**src/rtl/spiral_pkg.sv**
```systemverilog
// Shared types and default widths for the spiral animation sequencer.
package spiral_pkg;

    typedef enum logic [1:0] {RUN, RAMP, DRAIN, PAUSED} state_t;

    localparam int DEFAULT_OFFSET_W = 5;
    localparam int DEFAULT_SPEED_W  = 2;

    typedef logic [DEFAULT_SPEED_W-1:0] speed_t;

endpackage

```
**src/rtl/spiral_anim_ctrl_vsync_tick.sv**
```systemverilog
// Frame tick generation from vsync plus the palette frame counter.
// The tick is combinational in the vsync-rise cycle; frame_tick is its registered copy.
module vsync_tick #(
    parameter int PALETTE_FRAMES = 64,
    parameter int PALETTE_N      = 8
)(
    input  logic                         clk,
    input  logic                         rst,
    input  logic                         vsync,
    input  logic                         count_en,
    output logic                         tick,
    output logic                         frame_tick,
    output logic [$clog2(PALETTE_N)-1:0] palette_idx
);

    localparam int FC_W  = (PALETTE_FRAMES > 1) ? $clog2(PALETTE_FRAMES) : 1;
    localparam int PAL_W = $clog2(PALETTE_N);

    logic            vsync_q;
    logic [FC_W-1:0] frame_cnt;

    assign tick = vsync & ~vsync_q;

    // vsync_q resets high so a vsync already asserted at release is not a rising edge.
    always_ff @(posedge clk or posedge rst) begin
        if (rst) begin
            vsync_q     <= 1'b1;
            frame_tick  <= 1'b0;
            frame_cnt   <= '0;
            palette_idx <= '0;
        end else begin
            vsync_q    <= vsync;
            frame_tick <= tick;
            if (tick && count_en) begin
                if (frame_cnt == FC_W'(PALETTE_FRAMES - 1)) begin
                    frame_cnt   <= '0;
                    palette_idx <= (palette_idx == PAL_W'(PALETTE_N - 1)) ? '0 : palette_idx + 1'b1;
                end else begin
                    frame_cnt <= frame_cnt + 1'b1;
                end
            end
        end
    end

endmodule

```
**src/rtl/spiral_anim_ctrl.sv**
```systemverilog
// Frame-rate animation sequencer: phase accumulator, speed ramp, drain-to-zero reversal, pause/step.
// Optional macro SPIRAL_AUTO_REVERSE_EN adds a periodic automatic direction toggle.
module spiral_anim_ctrl
    import spiral_pkg::*;
#(
    parameter int OFFSET_W       = DEFAULT_OFFSET_W,
    parameter int SPEED_W        = DEFAULT_SPEED_W,
    parameter int RAMP_FRAMES    = 4,
    parameter int PALETTE_FRAMES = 64,
`ifdef SPIRAL_AUTO_REVERSE_EN
    parameter int REVERSE_FRAMES = 256,
`endif
    parameter int PALETTE_N      = 8
)(
    input  logic                         clk,
    input  logic                         reset,
    input  logic                         vsync,
    input  logic [SPEED_W-1:0]           speed_target,
    input  logic                         reverse,
    input  logic                         pause_req,
    input  logic                         step,
    output logic                         pause_ack,
    output logic [3:0]                   angle_offset,
    output logic [$clog2(PALETTE_N)-1:0] palette_idx,
    output logic                         frame_tick,
    output logic                         ramping
);

    localparam int RC_W = (RAMP_FRAMES > 1) ? $clog2(RAMP_FRAMES) : 1;

    state_t              state;
    logic [OFFSET_W-1:0] acc;
    logic [SPEED_W-1:0]  cur_speed;
    logic                dir;
    logic [RC_W-1:0]     ramp_cnt;
    logic                step_pend;

    logic                tick;
    logic                count_en;
    logic                eff_rev;
    logic                rev_mismatch;
    logic                ramp_last;
    logic [OFFSET_W-1:0] adv_amt;
    logic [OFFSET_W-1:0] acc_adv;
    logic [SPEED_W-1:0]  ramp_speed;

    assign count_en     = (state != PAUSED);
    assign angle_offset = acc[OFFSET_W-1 -: 4];

    vsync_tick #(
        .PALETTE_FRAMES (PALETTE_FRAMES),
        .PALETTE_N      (PALETTE_N)
    ) u_vsync_tick (
        .clk         (clk),
        .rst         (reset),
        .vsync       (vsync),
        .count_en    (count_en),
        .tick        (tick),
        .frame_tick  (frame_tick),
        .palette_idx (palette_idx)
    );

`ifdef SPIRAL_AUTO_REVERSE_EN
    localparam int RV_W = (REVERSE_FRAMES > 1) ? $clog2(REVERSE_FRAMES) : 1;

    logic [RV_W-1:0] rev_cnt;
    logic            auto_dir;
    logic            auto_dir_n;

    // The toggle takes effect on the very tick that completes the period.
    assign auto_dir_n = auto_dir ^ (tick && count_en && rev_cnt == RV_W'(REVERSE_FRAMES - 1));
    assign eff_rev    = reverse ^ auto_dir_n;

    always_ff @(posedge clk or posedge reset) begin
        if (reset) begin
            rev_cnt  <= '0;
            auto_dir <= 1'b0;
        end else if (tick && count_en) begin
            rev_cnt  <= (rev_cnt == RV_W'(REVERSE_FRAMES - 1)) ? '0 : rev_cnt + 1'b1;
            auto_dir <= auto_dir_n;
        end
    end
`else
    assign eff_rev = reverse;
`endif

    assign rev_mismatch = (eff_rev != dir);
    assign ramp_last    = (ramp_cnt == RC_W'(RAMP_FRAMES - 1));

    // NOTE: every always_comb output gets a default first, so no path can infer a latch.
    always_comb begin
        adv_amt = OFFSET_W'(cur_speed);
        if (state == PAUSED && pause_req && cur_speed == '0)
            adv_amt = OFFSET_W'(1);
        acc_adv    = dir ? acc - adv_amt : acc + adv_amt;
        ramp_speed = (speed_target > cur_speed) ? cur_speed + 1'b1 : cur_speed - 1'b1;
    end

    // NOTE: state registers use non-blocking assignments only; later assignments in the block win.
    always_ff @(posedge clk or posedge reset) begin
        if (reset) begin
            state     <= RUN;
            acc       <= '0;
            cur_speed <= '0;
            dir       <= 1'b0;
            ramp_cnt  <= '0;
            step_pend <= 1'b0;
            pause_ack <= 1'b0;
            ramping   <= 1'b0;
        end else begin
            if (tick) begin
                if (state != PAUSED && pause_req) begin
                    state     <= PAUSED;
                    pause_ack <= 1'b1;
                    ramping   <= 1'b0;
                end else begin
                    case (state)
                        RUN: begin
                            acc <= acc_adv;
                            if (rev_mismatch) begin
                                if (cur_speed == '0) begin
                                    dir <= ~dir;
                                end else begin
                                    state    <= DRAIN;
                                    ramping  <= 1'b1;
                                    ramp_cnt <= '0;
                                end
                            end else if (speed_target != cur_speed) begin
                                state    <= RAMP;
                                ramping  <= 1'b1;
                                ramp_cnt <= '0;
                            end
                        end
                        RAMP: begin
                            acc <= acc_adv;
                            if (rev_mismatch && cur_speed != '0) begin
                                state    <= DRAIN;
                                ramp_cnt <= '0;
                            end else begin
                                if (rev_mismatch)
                                    dir <= ~dir;
                                if (speed_target == cur_speed) begin
                                    state   <= RUN;
                                    ramping <= 1'b0;
                                end else if (ramp_last) begin
                                    cur_speed <= ramp_speed;
                                    ramp_cnt  <= '0;
                                    if (ramp_speed == speed_target) begin
                                        state   <= RUN;
                                        ramping <= 1'b0;
                                    end
                                end else begin
                                    ramp_cnt <= ramp_cnt + 1'b1;
                                end
                            end
                        end
                        DRAIN: begin
                            acc <= acc_adv;
                            if (!rev_mismatch) begin
                                state <= RAMP;
                            end else if (ramp_last) begin
                                cur_speed <= cur_speed - 1'b1;
                                ramp_cnt  <= '0;
                                if (cur_speed == SPEED_W'(1)) begin
                                    dir <= ~dir;
                                    if (speed_target != '0) begin
                                        state <= RAMP;
                                    end else begin
                                        state   <= RUN;
                                        ramping <= 1'b0;
                                    end
                                end
                            end else begin
                                ramp_cnt <= ramp_cnt + 1'b1;
                            end
                        end
                        PAUSED: begin
                            if (!pause_req) begin
                                acc       <= acc_adv;
                                pause_ack <= 1'b0;
                                step_pend <= 1'b0;
                                if (rev_mismatch && cur_speed != '0) begin
                                    state    <= DRAIN;
                                    ramping  <= 1'b1;
                                    ramp_cnt <= '0;
                                end else if (speed_target != cur_speed) begin
                                    state   <= RAMP;
                                    ramping <= 1'b1;
                                end else begin
                                    state <= RUN;
                                end
                            end else if (step_pend) begin
                                acc       <= acc_adv;
                                step_pend <= 1'b0;
                            end
                        end
                        default: state <= RUN;
                    endcase
                end
            end
            // A step arriving on the same cycle as a consuming tick stays pending.
            if (state == PAUSED && step && !(tick && !pause_req))
                step_pend <= 1'b1;
        end
    end

endmodule

```
**config.mk**
```make
export PLATFORM = sky130hd
export DESIGN_NAME = spiral_anim_ctrl
export DESIGN_NICKNAME = d
export VERILOG_FILES = /design/src/rtl/spiral_pkg.sv /design/src/rtl/spiral_anim_ctrl_vsync_tick.sv /design/src/rtl/spiral_anim_ctrl.sv
export SDC_FILE = /design/constraint.sdc
export NUM_CORES = 1
export LEC_CHECK = 0
export ABC_AREA = 1
export BUFFER_PORTS_ARGS = -buffer_cell sky130_fd_sc_hd__clkbuf_2
export CORE_ASPECT_RATIO = 1.2
export CORE_MARGIN = 2
export CORE_UTILIZATION = 60
export CTS_CLUSTER_DIAMETER = 40
export DETAILED_ROUTE_END_ITERATION = 6
export HOLD_SLACK_MARGIN = 0.05
export PLACE_DENSITY = 0.9
export SKIP_LAST_GASP = 1
export SLEW_MARGIN = 10
export SYNTH_ARGS = -nofsm -noshare
export SYNTH_HDL_FRONTEND = slang
export SYNTH_SLANG_ARGS = --single-unit
```
**constraint.sdc**
```tcl
create_clock -name clk -period 6.7 [get_ports clk]
set_input_delay 0.67 -clock clk [delete_from_list [all_inputs] [get_ports clk]]
set_output_delay 0.67 -clock clk [all_outputs]
set_load 0.05 [all_outputs]
```
==> metrics.md, run 1 <==
| Metric | Value |
|---|---|
| Max_slew headroom | `37.30%` |
| # hold bufs at CTS | `0` |
| Core ar. | `0.003110 sq mm` |
| Port Buffers | `17` |
| Pwr Density | `467.1 mW/mm^2` |
| Setup violations, final | `0` |
| ANT nets after route | `0` |
| Vias per inst | `5.391` |
| RSZ-0062 raised after global routing | `false` |
| Cell count after synthesis | `251` |
| Yosys reg bits | `26` |
| Final net count | `299` |
| Total clock sinks | `26` |
| Fin Setup TNS | `0 ps` |
| CTS clk-pin slew, worst paths | `140 ps` |
| IO Count | `18` |
| Final Hold Vio Count | `0` |
| Maximum vdd drop | `0.4043 mV` |
| MaxCap Viol Count | `0` |
| Area after DPL | `0.002086 sq mm` |
| Max Slew Vio Count | `0` |
| Fmax | `0.3238 GHz` |
| Outcome | `finished clean` |
| Setup CP Type | `reg2reg` |
| Final worst-path cycle share | `46.09%` |
| Syn Nets | `281` |
| Largest net degree at the start of global routing | `27` |
| Post-CTS sizing | `0` |
| 1st-iter DRT viols | `51` |
| Worst Hold Class | `in2reg` |
| Yosys top cell area share | `31.51%` |
| CTS tree | `done` |
| First-pass GRT wire length | `6.755 mm` |
| Critical Path AT | `3340 ps` |
| H-tree depth | `1` |
| Clk_lat worst skew | `320 ps` |
| Synth top area cells | `dfrtp_1 (32%), ha_1 (13%), nand2_1 (8.9%), inv_1 (6.6%), nand3_1 (5.5%)` |
| CP Data Required Time | `6950 ps` |
| Post-Layout Inst Area | `0.002138 sq mm` |
| Post-synthesis to final-layout area growth | `7.687%` |
| Initial core utilization | `63.84%` |
| Routed WL | `3.585 mm` |
| Inserted Clock Buffers | `3` |
| Vias in the first global route | `1665` |
| Mapped Area | `0.001986 sq mm` |
| Drt pass-1 iters | `4` |
| Die W | `56.52 um` |
| Leakage | `0.001089 uW` |
| DP HPWL | `2.914 mm` |
| Chip height | `67.02 um` |
| Via Count | `1639` |
| Final Critical Period | `3088 ps` |
| Mapped Avg Cell Area | `7.911 sq um` |
| DRC violation count after routing | `0` |
| Post-synthesis sequential area ratio | `32.83%` |
| Post-CTS Setup Inserts | `0` |
| Critical Path End Type | `register` |
| Layout cells sized above 1 | `17.54%` |
| Grt ovf | `0` |
| ANT cells | `0` |
| Synth unique cells | `35` |
| Clock Skew | `3.792 ps` |
| Slew @ Worst Pin | `939.4 ps` |
| Most frequent cells in the layout | `nand2_1 (47), inv_1 (35), dfrtp_1 (25), nand3_1 (22), ha_1 (21)` |
| Total power | `998.9 uW` |
| Commonest non-fill, non-tap cell in the layout | `nand2_1` |
| Yosys warning total | `0` |
| Maximum buffer depth of the clock tree | `2` |
| Die area | `0.003788 sq mm` |
| Final Wtd Congestion | `0.9219` |
| CTS Root Cell | `clkbuf_4` |
| Critical Path Start Type | `register` |
| Global Route Usage Sum | `21.98%` |
| Max FO, Critical Path | `7` |
| Post-synth top area cell | `dfrtp_1` |
| DR WL/cell | `11.79 um` |
| Row Count | `22` |
| Antenna violations before repair | `0` |
-- critical path, stage by stage (launching register included) --
cell and delay, ps:
dfrtp_1 440, ha_1 420, ha_1 250, inv_1 60, o21ai_0 200, ha_1 270, nand2_1 60, o21ai_0 140
fa_1 470, inv_1 80, nand2_1 50, nand2_1 50, a21oi_1 70, or2_2 270, nand3_1 80, xnor2_1 110
-- logic make-up (layout without fill, tap and decap cells) --
group | count (synthesis) | in the layout | share of synthesized area, %
adder cells (fa/ha/maj) | 22 | 22 | 14.24
AND/OR/NAND/NOR | 111 | 111 | 28.48
flip-flops | 26 | 26 | 32.83
buffers and inverters | 46 | 63 | 9.704
AO/OA/AOI/OAI | 39 | 39 | 11.66
XOR/XNOR | 7 | 7 | 3.088
-- power by group --
part | total, uW | leakage [uW] | switching, uW | internal, uW
registers | 271 | 0.000312 | 53.0 | 218
logic | 623 | 0.000749 | 402 | 221
clock network | 106 | 0.0000279 | 45.2 | 60.5
-- per-layer routing --
| layer | GRT usage, % | share of wire [%] | vias up | wire [um] |
|---|---|---|---|---|
| li1 | - | - | 843 | - |
| met1 | 27.05 | 45 | 740 | 1612 |
| met4 | 7.440 | 2.4 | 0 | 85 |
| met2 | 39.10 | 48 | 40 | 1726 |
| met5 | 0 | 0 | - | 0 |
| met3 | 3.107 | 4.5 | 16 | 160 |
-- flip-flops by register name (all words and copies together) (netlist names), 2 cells and up --
name                      cells
u_vsync_tick.frame_cnt        6
acc                           5
u_vsync_tick.palette_idx      3
cur_speed                     2
ramp_cnt                      2
state                         2
-- cell type report --
cell class                 instances  area (sq um)
clock buffer                       3         22.52
sequential                        26         651.9
timing repair buffer              17         85.08
tap                               36         45.04
multi-input combinational        179          1141
inverter                          42         162.7
fill                             283         972.2
clock inverter                     1         30.03
-- synthesized netlist by cell type (all sizes together) --
| cell type | instances |
|---|---|
| nor3b | 2 |
| nor2 | 24 |
| nor3 | 4 |
| a21boi | 1 |
| fa | 1 |
| o21a | 1 |
| buf | 4 |
| xnor2 | 3 |
| nand3 | 22 |
| nand4 | 3 |
| o221ai | 1 |
| nand2 | 54 |
| a21oi | 13 |
| ha | 21 |
| dfrtp | 25 |
| dfstp | 1 |
| xor2 | 4 |
| inv | 41 |
| or2 | 2 |
| o21ai | 19 |
| clkinv | 1 |
| o211ai | 2 |
| a211oi | 2 |
-- worst paths after layout --
path	from	to	slack, ps	depth (start not counted)
worst min-delay path	vsync	u_vsync_tick.vsync_q	430	1
worst max register to register	state[0]	acc[4]	3610	15
max in group asynchronous	reset	u_vsync_tick.palette_idx[2]	5610	2
worst min register to register	acc[4]	acc[4]	480	1
min in group asynchronous	reset	u_vsync_tick.frame_cnt[0]	520	2
worst max-delay path	state[0]	acc[4]	3610	15
-- metrics by stage --
step | setup WS, ps | instances | util, % | hold slack, ps
3_3_place_gp | 3794 | 300 | 67.06 | 459.3
2_1_floorplan | 3913 | 251 | - | 446.5
3_5_place_dp | 3662 | 300 | 67.06 | 466.2
5_1_grt | 3326 | 304 | 68.75 | 420.3
4_1_cts | 3585 | 304 | 68.75 | 426.8
6_report | 3612 | 304 | 68.75 | 430.2
Note: power is estimated with default switching activity, not from simulation.
==> run 2: changes to the inputs <==
--- a/config.mk
+++ b/config.mk
@@ -9,11 +9,11 @@
 export BUFFER_PORTS_ARGS = -buffer_cell sky130_fd_sc_hd__clkbuf_2
 export CORE_ASPECT_RATIO = 1.2
 export CORE_MARGIN = 2
-export CORE_UTILIZATION = 60
+export CORE_UTILIZATION = 54
 export CTS_CLUSTER_DIAMETER = 40
 export DETAILED_ROUTE_END_ITERATION = 6
 export HOLD_SLACK_MARGIN = 0.05
-export PLACE_DENSITY = 0.9
+export PLACE_DENSITY = 0.86
 export SKIP_LAST_GASP = 1
 export SLEW_MARGIN = 10
 export SYNTH_ARGS = -nofsm -noshare
==> constraint.sdc (replaced) <==
create_clock -name clk -period 2.54 [get_ports clk]
set_input_delay 0.254 -clock clk [delete_from_list [all_inputs] [get_ports clk]]
set_output_delay 0.254 -clock clk [all_outputs]
set_load 0.05 [all_outputs]
==> run 2 against run 1 <==
Clock skew about the same; critical endpoint unchanged; first-iteration DRC count up 5.9%; final area up 8.4%; sequential share of layout area down 2.4 points; power rose to 2.9 times the previous value; highest routed layer unchanged; via count up 4.0%; register-to-register slack worse by 3500 ps.
==> metrics.md, run 2 (synthesized netlist as in run 1, its figures left out) <==
| Metric | Value |
|---|---|
| Inserted Clock Buffers | `3 (unchanged)` |
| CP top delay family | `adder cells` |
| DRC violation count after routing | `0 (unchanged)` |
| Die area | `0.004180 sq mm (+10%)` |
| Commonest non-fill, non-tap cell in the layout | `nand2_1` |
| Row Count | `24 (+9.1%)` |
| First-pass GRT wire length | `6.748 mm (-0.10%)` |
| Post-synthesis to final-layout area growth | `16.76%` |
| Final worst-path cycle share | `94.99% (+49 points)` |
| Max incr delay on CP | `420 ps (-50 ps)` |
| Critical Path End Type | `register` |
| Chip height | `70.43 um (+5.1%)` |
| Grt ovf | `0 (unchanged)` |
| Setup CP Type | `reg2reg` |
| Core ar. | `0.003573 sq mm (+15%)` |
| CTS Root Cell | `clkbuf_8` |
| CP Data Required Time | `2740 ps (-4210 ps)` |
| Outcome | `finished clean` |
| Layout cells sized above 1 | `24.82% (+7.3 points)` |
| Setup violations, final | `0 (unchanged)` |
| Final hold slack | `73.13 ps (-357.1 ps)` |
| Final Wtd Congestion | `0.8864 (-3.9%)` |
| Maximum vdd drop | `0.5472 mV (+35%)` |
| Vias per inst | `5.379 (-0.24%)` |
| Total clock sinks | `26 (unchanged)` |
| Critical-path top delay cell | `dfrtp_1` |
| Fin Setup TNS | `0 ps (unchanged)` |
| Flip-flop count of the largest register after layout | `6 (unchanged)` |
| Clock Skew | `3.356 ps (-0.4365 ps)` |
| Filler Cells Inserted | `284 (+0.35%)` |
| H-tree depth | `1 (unchanged)` |
| Critical Path AT | `2620 ps (-720 ps)` |
| RSZ-0062 raised after global routing | `true` |
| Fraction of power spent switching nets | `48.62% (-1.4 points)` |
| Largest net degree at the start of global routing | `27 (unchanged)` |
| Seq pwr share | `23.8% (-3.3 points)` |
| DP Worst Slack | `22.91 ps (-3639 ps)` |
| Crit path top cell by count | `nand2_1` |
| MaxCap Viol Count | `0 (unchanged)` |
| Most flops, register | `u_vsync_tick.frame_cnt` |
| DR WL/cell | `12.35 um (+4.7%)` |
| Drt pass-1 iters | `4 (unchanged)` |
| Critical Path Start Type | `register` |
| Global Route Usage Sum | `20.16% (-1.8 points)` |
| IO Count | `18 (unchanged)` |
| Clk_lat worst skew | `270 ps (-50 ps)` |
| CTS clk-pin slew, worst paths | `100 ps (-40 ps)` |
| Final setup margin | `127.3 ps (-3484 ps)` |
| Maximum buffer depth of the clock tree | `2 (unchanged)` |
| Most frequent cells in the layout | `nand2_1 (47), inv_1 (33), dfrtp_1 (25), nand3_1 (21), ha_1 (18)` |
| Final net count | `309 (+3.3%)` |
| Vias in the first global route | `1688 (+1.4%)` |
| Die W | `59.36 um (+5.0%)` |
| Regs by FF count | `u_vsync_tick.frame_cnt x6, acc x5, u_vsync_tick.palette_idx x3` |
| Comb pwr share | `64.3% (+2.0 points)` |
| Initial core utilization | `55.57% (-8.3 points)` |
| Post-Place Cells | `311 (+3.7%)` |
| Int Pwr | `1513 uW (+200%)` |
| Max Slew Vio Count | `0 (unchanged)` |
| ANT nets after route | `0 (unchanged)` |
| Slew @ Worst Pin | `332.2 ps (-607.2 ps)` |
| CP Cell Sequence | `ha_4, ha_4, inv_2, o21ai_2, ha_1, nand2_1, o21ai_2, fa_2, inv_2, nand2_1, nand2_1, a21oi_2, or2_4, nand3_4, xnor2_2` |
| Final Hold Vio Count | `0 (unchanged)` |
| Clock share of power | `11.8% (+1.2 points)` |
| Via Count | `1705 (+4.0%)` |
| NetSw | `1432 uW (+190%)` |
| Port Buffers | `17 (unchanged)` |
| ANT cells | `0 (unchanged)` |
| Antenna violations before repair | `0 (unchanged)` |
| Worst Hold Class | `in2reg` |
| Final Critical Period | `2413 ps (-675.6 ps)` |
| Fmax | `0.4145 GHz (+28%)` |
| Max FO, Critical Path | `2 (-5)` |
| 1st-iter DRT viols | `54 (+5.9%)` |
| Pwr Density | `1270 mW/mm^2 (+170%)` |
| DP HPWL | `2.925 mm (+0.37%)` |
| Routed WL | `3.914 mm (+9.2%)` |
| Max_slew headroom | `77.85% (+41 points)` |
| Flop2flop setup slack | `130 ps (-3480 ps)` |
| CTS tree | `done` |
| CP bufs+invs | `2 (unchanged)` |
| Final cell count without fillers | `317 (+4.3%)` |
| Leakage | `0.001154 uW (+5.9%)` |
[run 2: changes by cell type in the layout (fill, tap and decap cells not counted), moves of 2 or more]
cell | previous run | this run
buf_4 | 0 | 9
clkbuf_4 | 3 | 0
o21ai_2 | 0 | 2
ha_4 | 0 | 3
inv_2 | 4 | 6
a21oi_2 | 0 | 2
clkbuf_8 | 0 | 3
inv_1 | 35 | 33
a21oi_1 | 12 | 10
ha_1 | 21 | 18
o21ai_0 | 13 | 11
[run 2: metrics by stage]
step	utilization (%)	total power [uW]	cell area, sq um
after floorplan	-	2105	2007
after global placement	60.75	2395	2171
after detailed placement	60.75	2448	2171
after CTS	63.03	2808	2252
after global routing	64.88	3214	2318
final	64.88	2945	2318
[run 2: routing by layer]
metal	track usage, %	share of wire, %	routed length (um)	up-vias
li1	-	-	-	862
met2	36.51	53	2056	36
met3	2.037	3.1	123	4
met4	6.566	1.0	41	0
met1	23.92	43	1692	803
met5	0	0	0	-
[run 2: worst reg2reg max path, delay by kind of cell, from the launching register on]
kind	cells	cell delay, ps
DFF	1	420
adders and majority gates	4	1020
and+or+nand+nor	5	490
buffers and inverters	2	120
AOI/OAI and AO/OA	3	200
xor gates and xnor gates	1	100
[run 2: final cells by class]
class / count / area (sq um) / area share (%)
clock inverter: 1 / 30.03 / 1.295
clock buffer: 3 / 41.29 / 1.781
sequential: 26 / 651.9 / 28.12
multi-input combinational: 179 / 1221 / 52.67
inverter: 42 / 162.7 / 7.016
timing repair buffer: 27 / 162.7 / 7.016
tap: 39 / 48.80 / 2.105
[run 2: repair_timing]
action                                 in CTS  in global routing
buffers inserted                            0                  1
endpoints found under the hold margin      25                  0
hold buffers                                1                  0
resized for setup                           0                 13
setup endpoints to repair                   0                  1
[run 2: final timing paths]
| path | from | endpoint | depth (start not counted) |
|---|---|---|---|
| setup reg to reg | state[0] | acc[4] | 15 |
| hold / removal | vsync | u_vsync_tick.vsync_q | 1 |
| max in group asynchronous | reset | u_vsync_tick.vsync_q | 4 |
| setup / recovery | state[0] | acc[4] | 15 |
| hold reg to reg | pause_ack | pause_ack | 2 |
| min in group asynchronous | reset | acc[4] | 4 |
[run 2: power groups by stage]
stage / combinational (uW) / sequential, uW / clock, uW
floorplan: 1350 / 759 / 0
global placement: 1700 / 698 / 0
detailed placement: 1740 / 706 / 0
CTS: 1760 / 698 / 354
global route: 2120 / 727 / 365
finish: 1890 / 702 / 348
==> run 3: changes to the inputs <==
==> constraint.sdc (replaced) <==
create_clock -name clk -period 2.2 [get_ports clk]
set_input_delay 0.22 -clock clk [delete_from_list [all_inputs] [get_ports clk]]
set_output_delay 0.22 -clock clk [all_outputs]
set_load 0.05 [all_outputs]
==> run 3 against run 2 <==
The flow now finishes with violations (setup timing); setup slack worse by 420 ps; utilization is 3.6 points higher; highest routed layer unchanged; sequential cell count stayed put; sequential power is 18% higher; count of clock-buffer cells in the layout stayed put; combinational power is 36% higher; final area is 5.6% higher; non-clock buffer count is 13 higher; sequential share of layout area is 1.5 points lower.
==> metrics.md, run 3 (synthesized netlist as in run 1, its figures left out) <==
| Metric | Value |
|---|---|
| Outcome | `finished, violations left` |
| Failing checks | `setup timing` |
| Most frequent cells in the layout | `nand2_1 (46), inv_1 (33), dfrtp_1 (25), nand3_1 (21), buf_4 (20)` |
| IO Count | `18 (unchanged)` |
| Post-Route Utilization | `68.52% (+3.6 points)` |
| ANT nets after route | `0 (unchanged)` |
| Max FO, Critical Path | `2 (unchanged)` |
| Total clock sinks | `26 (unchanged)` |
| Slew @ Worst Pin | `342.0 ps (+9.801 ps)` |
| Critical Path End Type | `register` |
| Post-synthesis to final-layout area growth | `23.31%` |
| Layout cells sized above 1 | `29.21% (+4.4 points)` |
| Post-Layout Inst Area | `0.002449 sq mm (+5.6%)` |
| ANT cells | `0 (unchanged)` |
| Maximum vdd drop | `0.6839 mV (+25%)` |
| CTS clk-pin slew, worst paths | `90 ps (about the same)` |
| Clk_lat worst skew | `270 ps (about the same)` |
| Final setup margin | `-293.4 ps (-420.7 ps)` |
| Critical-path top delay cell | `dfrtp_1` |
| Final cell count without fillers | `330 (+4.1%)` |
| Post-Place Cells | `319 (+2.6%)` |
| Die W | `59.36 um (unchanged)` |
| First-pass GRT wire length | `7.251 mm (+7.5%)` |
| Fin Setup TNS | `-507.6 ps (-507.6 ps)` |
| Pwr Density | `1552 mW/mm^2 (+22%)` |
| CP Capture Point | `acc[4]` |
| Clock Skew | `1.630 ps (-1.726 ps)` |
| Die area | `0.004180 sq mm (unchanged)` |
| Final net count | `322 (+4.2%)` |
| Leakage | `0.001215 uW (+5.3%)` |
| Drt pass-1 iters | `4 (unchanged)` |
| Most flops, register | `u_vsync_tick.frame_cnt` |
| CP top delay family | `adder cells` |
| Grt ovf | `0 (unchanged)` |
| Regs by FF count | `u_vsync_tick.frame_cnt x6, acc x5, u_vsync_tick.palette_idx x3` |
| Critical Path Start Type | `register` |
| Final Hold Vio Count | `0 (unchanged)` |
| Chip height | `70.43 um (unchanged)` |
| Port Buffers | `17 (unchanged)` |
| Fmax | `0.4011 GHz (-3.2%)` |
| CP bufs+invs | `2 (unchanged)` |
| Largest net degree at the start of global routing | `27 (unchanged)` |
| Routed WL | `4.633 mm (+18%)` |
| Reg2reg end | `acc[4]` |
| Max incr delay on CP | `420 ps (about the same)` |
| Vias in the first global route | `1733 (+2.7%)` |
| Setup violations, final | `3 (+3)` |
| Row Count | `24 (unchanged)` |
| MaxCap Viol Count | `0 (unchanged)` |
| Inserted Clock Buffers | `3 (unchanged)` |
| FF-to-FF path depth | `15 (unchanged)` |
| Max Slew Vio Count | `0 (unchanged)` |
| DP Worst Slack | `-167.6 ps (-190.5 ps)` |
| Worst R2R Start | `state[0]` |
| RSZ-0062 raised after global routing | `true` |
| Area after DPL | `0.002260 sq mm (+4.1%)` |
| Critical Path AT | `2690 ps (+70 ps)` |
| Flop2flop setup slack | `-290 ps (-420 ps)` |
| Worst Hold Class | `in2reg` |
| Flip-flop count of the largest register after layout | `6 (unchanged)` |
| Final Critical Period | `2493 ps (+80.75 ps)` |
| CTS tree | `done` |
| Commonest non-fill, non-tap cell in the layout | `nand2_1` |
| CP Cell Sequence | `ha_4, ha_4, inv_4, o21ai_4, ha_1, nand2_1, o21ai_2, fa_2, inv_1, nand2_1, nand2_1, a21oi_2, or2_4, nand3_2, xnor2_1` |
| Filler Cells Inserted | `288 (+1.4%)` |
| Maximum buffer depth of the clock tree | `2 (unchanged)` |
| Final worst-path cycle share | `113.3% (+18 points)` |
| Max_slew headroom | `77.20% (-0.65 points)` |
| H-tree depth | `1 (unchanged)` |
| WP depth | `15 (unchanged)` |
| DRC violation count after routing | `0 (unchanged)` |
| DR WL/cell | `14.04 um (+14%)` |
| Final Wtd Congestion | `0.9618 (+8.5%)` |
| CP Data Required Time | `2400 ps (-340 ps)` |
| Crit path top cell by count | `nand2_1` |
| Via Count | `1804 (+5.8%)` |
| Vias per inst | `5.467 (+1.6%)` |
| Setup CP Type | `reg2reg` |
| Antenna violations before repair | `0 (unchanged)` |
| CTS Root Cell | `clkbuf_8` |
| 1st-iter DRT viols | `61 (+13%)` |
| DP HPWL | `3.263 mm (+12%)` |
| Initial core utilization | `55.57% (unchanged)` |
| Core ar. | `0.003573 sq mm (unchanged)` |
| Global Route Usage Sum | `22.38% (+2.2 points)` |
| Critical Path Start | `state[0]` |
run 3: layout make-up:
type                       instances  area, sq um  share of cell area (%)
inverter                          42        167.7                   6.847
multi-input combinational        179         1242                   50.74
clock inverter                     1        30.03                   1.226
timing repair buffer              40        266.5                   10.88
sequential                        26        651.9                   26.62
tap                               39        48.80                   1.993
clock buffer                       3        41.29                   1.686
run 3: how the worst min path moves through the flow:
stage | slack (ps) | endpoint | cells past startpoint | startpoint
floorplan | 220 | u_vsync_tick.vsync_q | 0 | vsync
CTS | 220 | step_pend | 3 | step
global route | 270 | step_pend | 3 | step
global placement | 280 | acc[4] | 3 | reset
finish | 250 | step_pend | 3 | step
detailed placement | 280 | acc[2] | 3 | reset
run 3: per-layer routing:
layer / up-vias / GRT usage, % / wire (um)
li1: 893 / - / -
met1: 847 / 26.06 / 1812
met2: 44 / 40.54 / 2496
met3: 20 / 2.222 / 142
met4: 0 / 8.333 / 181
met5: - / 0 / 0
run 3: per-stage QoR:
stage	hold WS, ps	power [uW]
global placement	278.3	2969
finish	247.8	3799
detailed placement	282.8	3059
floorplan	224.5	2499
CTS	222.1	3525
global route	274.2	4114
run 3: power breakdown:
part	switching (uW)	total, uW	internal, uW
sequential	165	829	664
clock	155	399	243
combinational	1520	2570	1060
run 3: repair_timing:
action | in CTS | in global routing
hold endpoints to repair | 26 | 0
setup endpoints to repair | 3 | 6
gates resized for setup | 3 | 10
hold buffers | 2 | 0
pin swaps | 1 | 6
setup buffers | 0 | 5
run 3: worst min-delay path, stage by stage:
cell and delay [ps]:
clkbuf_2 90, o211ai_1 80, o21ai_0 80
